--- src/rtl/fb_pkg.sv ---
// Shared types and constants for the FlexBus peripheral register controller:
// FSM state encoding, register word offsets and the base-address mask.
package fb_pkg;

  typedef enum logic [2:0] {
    IDLE,
    FB_ADDR,
    FB_WR,
    FB_RD,
    FB_RD_DRV,
    FB_END,
    INT_SVC,
    INT_DONE
  } fb_state_e;

  localparam logic [31:0] FB_BASE_MASK = 32'hF000_0000;

  localparam logic [7:0] LED_FREQ  = 8'h00;
  localparam logic [7:0] BZ_FREQ   = 8'h04;
  localparam logic [7:0] LEDR_PUTY = 8'h08;
  localparam logic [7:0] LEDG_PUTY = 8'h0C;
  localparam logic [7:0] LEDB_PUTY = 8'h10;

endpackage

--- src/rtl/fb_addr_decode.sv ---
// Combinational FlexBus address decode: base-region hit, in-range word-aligned
// offset check and bank word index.
module fb_addr_decode
  import fb_pkg::*;
#(
  parameter logic [31:0] FB_BASE = 32'h6000_0000,
  parameter int          REG_NUM = 5
) (
  input  logic [31:0] addr,
  output logic        base_hit,
  output logic        valid,
  output logic [2:0]  idx
);

  always_comb begin
    base_hit = (addr & FB_BASE_MASK) == (FB_BASE & FB_BASE_MASK);
    valid    = ({4'b0, addr[27:0]} < 32'(REG_NUM * 4)) && (addr[1:0] == 2'b00);
    idx      = addr[4:2];
  end

endmodule

--- src/rtl/fb_bus_ctrl.sv ---
// FlexBus cycle sequencer and register-bank arbiter (FlexBus host vs one internal
// requester). Optional address-to-completion watchdog: define FB_TIMEOUT_EN.
module fb_bus_ctrl
  import fb_pkg::*;
#(
  parameter logic [31:0] FB_BASE     = 32'h6000_0000,
  parameter int          REG_NUM     = 5,
  parameter int          TIMEOUT_CYC = 255
) (
  input  logic        CLK,
  input  logic        RST,
  input  logic        FB_ALE,
  input  logic        FB_CS,
  input  logic        FB_RW,
  input  logic [31:0] FB_AD_in,
  output logic [31:0] FB_AD_out,
  output logic        FB_AD_oe,
  output logic        FB_TA_n,
  input  logic        INT_REQ,
  input  logic        INT_WE,
  input  logic [2:0]  INT_IDX,
  input  logic [31:0] INT_WDATA,
  output logic        INT_ACK,
  output logic [31:0] INT_RDATA,
  output logic [2:0]  REG_IDX,
  output logic        REG_WE,
  output logic        REG_RE,
  output logic [31:0] REG_WDATA,
  input  logic [31:0] REG_RDATA,
  output logic        FB_ERR,
  output logic [2:0]  dbg_state
);

  // Internal handshake: the requester holds INT_REQ and its command fields
  // stable until it sees the one-cycle INT_ACK; a REQ still high afterwards
  // is a new request.

  fb_state_e   state_q, state_d;
  logic        fb_pend_q, fb_pend_d;
  logic        addr_valid_q, addr_valid_d;
  logic [2:0]  addr_idx_q, addr_idx_d;
  logic        acc_valid_q, acc_valid_d;
  logic        acc_rd_q, acc_rd_d;
  logic [2:0]  reg_idx_q, reg_idx_d;
  logic [31:0] wdata_q, wdata_d;
  logic        int_we_q, int_we_d;
  logic [31:0] rd_data_q, rd_data_d;
  logic [31:0] int_rdata_q, int_rdata_d;

  logic        dec_hit, dec_valid;
  logic [2:0]  dec_idx;
  logic        tmo_hit;

  fb_addr_decode #(
    .FB_BASE (FB_BASE),
    .REG_NUM (REG_NUM)
  ) u_decode (
    .addr     (FB_AD_in),
    .base_hit (dec_hit),
    .valid    (dec_valid),
    .idx      (dec_idx)
  );

`ifdef FB_TIMEOUT_EN
  localparam int TMO_W = (TIMEOUT_CYC > 255) ? $clog2(TIMEOUT_CYC + 1) : 8;

  logic [TMO_W-1:0] tmo_q, tmo_d;
  logic             err_q, err_d;

  assign tmo_hit = ((state_q == FB_ADDR) || (state_q == FB_END)) &&
                   (tmo_q == TMO_W'(TIMEOUT_CYC - 1));

  always_comb begin
    tmo_d = tmo_q;
    err_d = err_q | tmo_hit;
    if ((state_q == FB_ADDR) || (state_q == FB_END)) begin
      tmo_d = tmo_q + TMO_W'(1);
    end else if ((state_q == IDLE) || (state_q == INT_SVC) || (state_q == INT_DONE)) begin
      tmo_d = '0;
    end
  end

  always_ff @(posedge CLK) begin
    if (RST) begin
      tmo_q <= '0;
      err_q <= 1'b0;
    end else begin
      tmo_q <= tmo_d;
      err_q <= err_d;
    end
  end

  assign FB_ERR = err_q;
`else
  assign tmo_hit = 1'b0;
  assign FB_ERR  = 1'b0;
`endif

  always_comb begin
    state_d      = state_q;
    fb_pend_d    = fb_pend_q;
    addr_valid_d = addr_valid_q;
    addr_idx_d   = addr_idx_q;
    acc_valid_d  = acc_valid_q;
    acc_rd_d     = acc_rd_q;
    reg_idx_d    = reg_idx_q;
    wdata_d      = wdata_q;
    int_we_d     = int_we_q;
    rd_data_d    = rd_data_q;
    int_rdata_d  = int_rdata_q;

    // The address register holds the decoded form of the latched address.
    if (FB_ALE) begin
      fb_pend_d    = dec_hit;
      addr_valid_d = dec_valid;
      addr_idx_d   = dec_idx;
    end else if ((state_q == FB_END) && FB_CS) begin
      fb_pend_d = 1'b0;
    end
    if (tmo_hit) begin
      fb_pend_d = 1'b0;
    end

    case (state_q)
      IDLE: begin
        if (fb_pend_d) begin
          state_d = FB_ADDR;
        end else if (INT_REQ) begin
          state_d   = INT_SVC;
          int_we_d  = INT_WE;
          reg_idx_d = INT_IDX;
          wdata_d   = INT_WDATA;
        end
      end
      FB_ADDR: begin
        if (!fb_pend_d) begin
          state_d = IDLE;
        end else if (!FB_ALE && !FB_CS) begin
          acc_valid_d = addr_valid_q;
          acc_rd_d    = FB_RW;
          reg_idx_d   = addr_idx_q;
          if (FB_RW) begin
            state_d = FB_RD;
          end else begin
            state_d = FB_WR;
            wdata_d = FB_AD_in;
          end
        end
      end
      FB_WR:     state_d = FB_END;
      FB_RD:     state_d = FB_RD_DRV;
      FB_RD_DRV: begin
        rd_data_d = acc_valid_q ? REG_RDATA : 32'h0;
        state_d   = FB_END;
      end
      FB_END: begin
        if (FB_CS || tmo_hit) begin
          state_d = IDLE;
        end
      end
      INT_SVC:   state_d = INT_DONE;
      INT_DONE: begin
        if (!int_we_q) begin
          int_rdata_d = REG_RDATA;
        end
        state_d = fb_pend_d ? FB_ADDR : IDLE;
      end
      default:   state_d = IDLE;
    endcase
  end

  always_ff @(posedge CLK) begin
    if (RST) begin
      state_q      <= IDLE;
      fb_pend_q    <= 1'b0;
      addr_valid_q <= 1'b0;
      addr_idx_q   <= 3'd0;
      acc_valid_q  <= 1'b0;
      acc_rd_q     <= 1'b0;
      reg_idx_q    <= 3'd0;
      wdata_q      <= 32'h0;
      int_we_q     <= 1'b0;
      rd_data_q    <= 32'h0;
      int_rdata_q  <= 32'h0;
    end else begin
      state_q      <= state_d;
      fb_pend_q    <= fb_pend_d;
      addr_valid_q <= addr_valid_d;
      addr_idx_q   <= addr_idx_d;
      acc_valid_q  <= acc_valid_d;
      acc_rd_q     <= acc_rd_d;
      reg_idx_q    <= reg_idx_d;
      wdata_q      <= wdata_d;
      int_we_q     <= int_we_d;
      rd_data_q    <= rd_data_d;
      int_rdata_q  <= int_rdata_d;
    end
  end

  // Outputs decode only state and registered data, never FB_* inputs.
  always_comb begin
    FB_TA_n   = !((state_q == FB_WR) || (state_q == FB_RD_DRV));
    FB_AD_oe  = (state_q == FB_RD_DRV) || ((state_q == FB_END) && acc_rd_q);
    FB_AD_out = 32'h0;
    if (state_q == FB_RD_DRV) begin
      FB_AD_out = acc_valid_q ? REG_RDATA : 32'h0;
    end else if ((state_q == FB_END) && acc_rd_q) begin
      FB_AD_out = rd_data_q;
    end
    REG_WE    = ((state_q == FB_WR) && acc_valid_q) || ((state_q == INT_SVC) && int_we_q);
    REG_RE    = ((state_q == FB_RD) && acc_valid_q) || ((state_q == INT_SVC) && !int_we_q);
    REG_IDX   = reg_idx_q;
    REG_WDATA = wdata_q;
    INT_ACK   = (state_q == INT_DONE);
    INT_RDATA = ((state_q == INT_DONE) && !int_we_q) ? REG_RDATA : int_rdata_q;
    dbg_state = state_q;
  end

endmodule

--- config.mk ---
export PLATFORM = sky130hd
export DESIGN_NAME = fb_bus_ctrl
export DESIGN_NICKNAME = d
export VERILOG_FILES = /design/src/rtl/fb_pkg.sv /design/src/rtl/fb_addr_decode.sv /design/src/rtl/fb_bus_ctrl.sv
export SDC_FILE = /design/constraint.sdc
export NUM_CORES = 1
export LEC_CHECK = 0
export CAP_MARGIN = 20
export CELL_PAD_IN_SITES_DETAIL_PLACEMENT = 0
export CELL_PAD_IN_SITES_GLOBAL_PLACEMENT = 1
export CORE_ASPECT_RATIO = 1.4
export CORE_MARGIN = 2
export CORE_UTILIZATION = 28
export DETAILED_ROUTE_END_ITERATION = 12
export GPL_TIMING_DRIVEN = 0
export HOLD_SLACK_MARGIN = 0.12
export MAX_ROUTING_LAYER = met4
export PLACE_DENSITY = 0.78
export REMOVE_ABC_BUFFERS = 1
export SYNTH_ARGS = -nofsm -noshare
export SYNTH_HDL_FRONTEND = slang
export SYNTH_HIERARCHICAL = 1
export SYNTH_SLANG_ARGS = --single-unit
--- constraint.sdc ---
create_clock -name CLK -period 2 [get_ports CLK]
set_input_delay 0.3 -clock CLK [delete_from_list [all_inputs] [get_ports CLK]]
set_output_delay 0.3 -clock CLK [all_outputs]
set_load 0.005 [all_outputs]
==> results of run 1 <==
[layout make-up]
cell class                      count  area, um2  share of cell area
Timing Repair inverter              1      7.507           0.0008899
Inverter                            6      26.28            0.003115
Clock buffer                       11      242.7             0.02877
Tap cell                          240      300.3             0.03560
Timing Repair Buffer              274       2794              0.3312
Sequential cell                   110       2213              0.2624
Multi-Input combinational cell    345       2816              0.3339
Clock inverter                      5      35.03            0.004153
[cell families (layout without fill, tap and decap cells)]
logic type      after synthesis  in the layout  share of synthesized area
simple gates                108            111                     0.1132
xor+xnor                      2              2                   0.003454
other cells                   1              1                  0.0007393
flops                       110            110                     0.4341
mux                          77             77                     0.1608
buf+inv                      59            297                    0.06389
compound gates              153            154                     0.2237
[timing repair]
action	CTS	global route
buffers inserted	48	9
endpoints found under the setup margin	175	121
gates cloned	10	1
gates resized for setup	372	24
pin swaps	39	14
[worst max-delay path: stages (launching register included)]
cell	delay [ps]
dfxtp_4	360
buf_12	120
or3b_4	390
nor2_4	110
buf_12	130
buf_8	100
buf_6	120
a22o_1	140
buf_2	110
[through the flow]
step | instances | hold WS (ps)
floorplan | 457 | 364.6
global placement | 909 | 477.1
detailed placement | 915 | 486.5
CTS | 989 | 504.1
global route | 992 | 533.6
finish | 992 | 503.9
[sequential cells by signal, indices dropped and copies added (netlist names)]
name and count:
int_rdata_q 32, rd_data_q 32, acc_rd_q 1, int_we_q 1
addr_idx_q 3, acc_valid_q 1, REG_WDATA 32, dbg_state 3
addr_valid_q 1, fb_pend_q 1, REG_IDX 3
[cell usage in the layout (no fill, tap or decap), drive strengths merged, types with 5 or more instances in the layout]
master | Yosys | layout
a211oi | 33 | 33
a21oi | 39 | 39
a22o | 32 | 32
a22oi | 32 | 32
and2 | 34 | 34
buf | 29 | 127
clkbuf | 24 | 11
clkdlybuf4s50 | 0 | 141
dfxtp | 110 | 110
inv | 6 | 5
mux2 | 33 | 33
mux2i | 44 | 44
nand2b | 5 | 6
nor2 | 43 | 45
nor4 | 6 | 6
[where the power goes]
group / total, uW / internal (uW) / leakage, uW / switching (uW)
clock: 1740 / 882 / 0.000135 / 856
combinational: 3130 / 1690 / 0.00245 / 1440
sequential: 2620 / 2450 / 0.000896 / 165
total: 7490 / 5030 / 0.00348 / 2460
[how the worst max path moves through the flow]
stage / depth (start not counted) / to / from
floorplan: 3 / FB_AD_out[0] / dbg_state[0]$_SDFFE_PP0P_
global placement: 4 / FB_AD_out[19] / dbg_state[0]$_SDFFE_PP0P_
detailed placement: 5 / FB_AD_out[6] / dbg_state[2]$_SDFFE_PP0P_
CTS: 8 / FB_AD_out[6] / dbg_state[0]$_SDFFE_PP0P_
global route: 8 / FB_AD_out[26] / dbg_state[0]$_SDFFE_PP0P_
finish: 8 / FB_AD_out[26] / dbg_state[0]$_SDFFE_PP0P_
[routing by layer]
metal,vias to the layer above,GRT usage,part of all wire
met3,42,0.03911,0.066
met4,0,0.08981,0.029
met1,2422,0.2066,0.39
met2,269,0.3613,0.52
met5,-,-,0
li1,2354,-,-
==> impl_metrics.csv, run 1 <==
group,metric,value,unit
pwr,leakage,0.003485,uW
cts,clk_pin_slew,80,ps
timing,min_period,2245,ps
synthesis,ys_top_cells_by_area,"dfxtp_1 (43%), mux2i_1 (8.7%), mux2_2 (6.4%)",
cells_and_area,fillers,1721,
timing,final.setup.worst_slack,-245.0,ps
synthesis,synthFlopType,"dfxtp_1",
worst_setup_path,crit_type,"reg -> out",
timing,setup_tns,-9786,ps
worst_setup_path,cp.arrival,1950,ps
synthesis,synthArstFlopShare,0,
global_routing,grt-ovfl-total,0,
cells_and_area,layout-drive-gt1-share,0.2739,
cts,root_buffer,"clkbuf_16",
worst_setup_path,path_max_fanout,5,
global_routing,grt_pass1_vias,5170,
worst_setup_path,critPathCaptureType,"primary output",
job,timing.max_cap.violations,0,
drt,totalWireLength,19.09,mm
worst_setup_path,start_kind,"flip-flop",
cts,cts_buffers,9,
cells_and_area,syn_to_final_growth,66.30,%
cts,cts_buffer_depth,2,
floorplanning,die_x,117.8,um
pwr,power,7489,uW
drt,drc,0,
min_path,hp-start,"acc_rd_q$_SDFFE_PP0P_",
cts,cts.hold.buffers_added,0,
global_routing,grt_max_degree,79,
min_path,min_to,"acc_rd_q$_SDFFE_PP0P_",
global_routing,grt_pass1_wl,29.06,mm
global_routing,antenna_found_initial,0,
drt,vias,5087,
drt,drtPass1Iterations,5,
worst_setup_path,rrSetupSlack,80,ps
pwr,peakVddDrop,0.4313,mV
floorplanning,placeableCoreArea,0.01785,mm2
synthesis,synth_edf_count,0,
timing,skew,13.05,ps
timing,slew_headroom,0.3322,
floorplanning,io_pins,214,
cts,cts_tree,"done",
worst_setup_path,worstRegToRegCells,8,
synthesis,ys_ff_latch,110,
timing,period_share,1.123,
timing,worst_pin_slew,1001,ps
min_path,hp-class,"reg -> reg",
cts,clk_latency,360,ps
drt,drtIter0Drc,295,
floorplanning,num_rows,58,
placed_design,post_dp_cell_area,0.007328,mm2
cells_and_area,diodes,0,
synthesis,synth_top_cell_area_share,0.4341,
cts,cts_sinks,110,
timing,setup_viol,63,
global_routing,grt_usage,0.1984,
synthesis,ys_seq_area_frac,0.4341,
run_status,run_status,"complete, but fails checks",
worst_setup_path,required,1700,ps
placed_design,dpl.hpwl,11.15,mm
synthesis,ys_types,47,
placed_design,portBuffers,212,
cts,htreeDepth,3,
drt,avgViaCountPerCell,5.128,
timing,max_freq,445.4,MHz
drt,wire_per_inst,19.24,um
floorplanning,die_area,0.01922,mm2
synthesis,syn_area,0.005072,mm2
worst_setup_path,r2r_start,"dbg_state[0]$_SDFFE_PP0P_",
timing,drv_slew,0,
synthesis,synth_common_cells,"dfxtp_1 (110), mux2i_1 (44), nor2_1 (42)",
synthesis,ys_warn_count,6,
floorplanning,die_h,163.3,um
placed_design,pre_cts_ws,-1365,ps
synthesis,syn_inst,510,
timing,rsz0062_at_grt,"true",
floorplanning,start_util,0.2841,
cells_and_area,final_area,0.008436,mm2
synthesis,synth_most_common_cell,"dfxtp_1",
cells_and_area,utilization,0.4725,
timing,hold_viol_final,0,
worst_setup_path,reg2reg_to,"rd_data_q[11]$_SDFFE_PP0P_",
synthesis,netlist.top_cell.by_area,"dfxtp_1",
synthesis,synthesis.area_per_instance,9.946,um2
min_path,holdPathStages,2,
run_status,failed_checks,"setup timing",
pwr,power.density,887.8,mW/mm2
cells_and_area,fin_nets,853,
placed_design,routabilityCongestion,0.8569,
drt,ant_nets,0,
No activity file was read; power rests on OpenSTA's default activity.
==> run 2, diff against run 1 <==
--- a/config.mk
+++ b/config.mk
@@ -9,13 +9,13 @@
 export CELL_PAD_IN_SITES_DETAIL_PLACEMENT = 0
 export CELL_PAD_IN_SITES_GLOBAL_PLACEMENT = 1
 export CORE_ASPECT_RATIO = 1.4
-export CORE_MARGIN = 2
-export CORE_UTILIZATION = 28
+export CORE_MARGIN = 4
+export CORE_UTILIZATION = 34
 export DETAILED_ROUTE_END_ITERATION = 12
 export GPL_TIMING_DRIVEN = 0
 export HOLD_SLACK_MARGIN = 0.12
 export MAX_ROUTING_LAYER = met4
-export PLACE_DENSITY = 0.78
+export PLACE_DENSITY = 0.88
 export REMOVE_ABC_BUFFERS = 1
 export SYNTH_ARGS = -nofsm -noshare
 export SYNTH_HDL_FRONTEND = slang
==> constraint.sdc (replaced) <==
create_clock -name CLK -period 2.9 [get_ports CLK]
set_input_delay 0.435 -clock CLK [delete_from_list [all_inputs] [get_ports CLK]]
set_output_delay 0.435 -clock CLK [all_outputs]
set_load 0.005 [all_outputs]
==> run 2 against run 1 <==
The run now ends clean. Setup slack improved by 360 ps. Critical path type unchanged. Sequential share of layout area rose by 2.4 points. Sequential power fell by 29%. Clock skew fell by 4.2 ps.
==> impl_metrics.csv, run 2 (synthesized netlist as in run 1, its figures left out) <==
group,metric,value,unit
timing,worst_pin_slew,987.3,ps
min_path,min_to,"acc_rd_q$_SDFFE_PP0P_",
timing,skew,8.827,ps
cts,htreeDepth,3,
job,timing.max_cap.violations,0,
timing,hold_viol_final,0,
drt,ant_nets,0,
placed_design,pre_cts_ws,-723.5,ps
global_routing,grt_max_degree,79,
pwr,peakVddDrop,0.2980,mV
timing,period_share,0.9618,
floorplanning,placeableCoreArea,0.01457,mm2
timing,setup_viol,0,
pwr,power.density,627.2,mW/mm2
floorplanning,io_pins,214,
worst_setup_path,crit_type,"reg -> out",
drt,drtIter0Drc,159,
worst_setup_path,path_max_fanout,44,
cts,cts_buffers,9,
timing,whs,499.7,ps
worst_setup_path,worstRegToRegCells,5,
floorplanning,num_rows,52,
cells_and_area,syn_to_final_growth,52.39,%
drt,vias,4741,
min_path,hp-start,"acc_rd_q$_SDFFE_PP0P_",
global_routing,antenna_found_initial,0,
cells_and_area,mostFrequentLayoutCells,"clkdlybuf4s50_1 (211), dfxtp_1 (107), mux2i_1 (44)",
min_path,holdPathStages,2,
cts,clk_pin_slew,70,ps
cells_and_area,final_area,0.007730,mm2
worst_setup_path,rrSetupSlack,620,ps
worst_setup_path,reg2reg_to,"REG_WDATA[7]$_SDFFE_PP0P_",
global_routing,grt_pass1_vias,4822,
cts,cts_buffer_depth,2,
min_path,hp-class,"reg -> reg",
drt,avgViaCountPerCell,5.285,
placed_design,post_dp_cell_area,0.007252,mm2
worst_setup_path,cp.arrival,2350,ps
floorplanning,die_x,111.2,um
cts,clk_latency,340,ps
floorplanning,die_area,0.01696,mm2
timing,max_freq,358.5,MHz
global_routing,grt_pass1_wl,25.42,mm
placed_design,portBuffers,212,
timing,drv_slew,0,
drt,drc,0,
drt,totalWireLength,16.31,mm
drt,drtPass1Iterations,4,
pwr,leakage,0.002857,uW
floorplanning,die_h,152.5,um
floorplanning,start_util,0.3480,
cells_and_area,stdcell_count,897,
drt,wire_per_inst,18.19,um
timing,final.setup.worst_slack,110.8,ps
worst_setup_path,required,2470,ps
cts,root_buffer,"clkbuf_16",
timing,setup_tns,0,ps
placed_design,placed_cells,864,
cells_and_area,diodes,0,
timing,rsz0062_at_grt,"false",
cts,cts_tree,"done",
cells_and_area,layout-drive-gt1-share,0.1243,
cells_and_area,fin_nets,809,
cells_and_area,final_common_cell,"clkdlybuf4s50_1",
global_routing,grt-ovfl-total,0,
worst_setup_path,r2r_start,"dbg_state[2]$_SDFFE_PP0P_",
timing,slew_headroom,0.3411,
worst_setup_path,start_kind,"flip-flop",
cts,cts_sinks,110,
worst_setup_path,critPathCaptureType,"primary output",
placed_design,routabilityCongestion,0.7894,
timing,min_period,2789,ps
global_routing,grt_usage,0.1896,
placed_design,dpl.hpwl,11.41,mm
run_status,run_status,"finished, final reports clean",
[run 2: cell count changes in the layout (fill, tap and decap cells not counted), sizes merged, moves of 2 or more]
cell,before,now
clkinv,4,2
buf,127,21
clkdlybuf4s50,141,211
dlygate4sd2,3,0
inv,5,8
clkbuf,11,9
[run 2: how the worst max path moves through the flow]
stage                                           end  cells after the start                 startpoint
after floorplan                        FB_AD_out[0]                      3  dbg_state[0]$_SDFFE_PP0P_
after global placement                FB_AD_out[16]                      4  dbg_state[0]$_SDFFE_PP0P_
after detailed placement  REG_WDATA[7]$_SDFFE_PP0P_                      6                     FB_ALE
after CTS                              FB_AD_out[3]                      5  dbg_state[0]$_SDFFE_PP0P_
after global routing                   INT_RDATA[0]                      4  dbg_state[0]$_SDFFE_PP0P_
final                                  FB_AD_out[3]                      5  dbg_state[0]$_SDFFE_PP0P_
[run 2: where the power goes]
group	internal, uW	switching, uW
registers	1690	167
logic	924	804
clock network	682	579
total	3300	1550
[run 2: final cells by class]
| cell class | count | area, um2 |
|---|---|---|
| multi-input combinational | 344 | 2616 |
| tap | 189 | 236.5 |
| clock inverter | 7 | 82.58 |
| timing repair buffer | 232 | 2333 |
| clock buffer | 9 | 225.2 |
| sequential | 110 | 2213 |
| inverter | 6 | 22.52 |
| fill | 1339 | 6844 |
[run 2: metal layers]
layer  global-route usage  up-vias  share of wire
met4              0.07420        0          0.027
met3              0.05602       28          0.088
met2               0.3218      224           0.48
met5                    -        -              0
met1               0.2082     2227           0.40
li1                     -     2262              -
[run 2: repair_timing]
action,CTS,global route
setup endpoints to repair,96,27
buffers inserted,3,11
pin swaps,2,2
hold buffers,0,0
cloned,3,0
gates resized for setup,11,2
[run 2: critical path: stages (launching register included)]
cell             delay [ps]
dfxtp_4                 450
or3b_4                  440
nor2_4                  180
buf_12                  230
a22o_1                  190
clkdlybuf4s50_1         510
[run 2: through the flow]
| stage | power (uW) | util |
|---|---|---|
| after floorplan | 2629 | - |
| after global placement | 3439 | 0.4892 |
| after detailed placement | 3511 | 0.4976 |
| after CTS | 4843 | 0.5241 |
| after global routing | 5104 | 0.5304 |
| final | 4848 | 0.5304 |
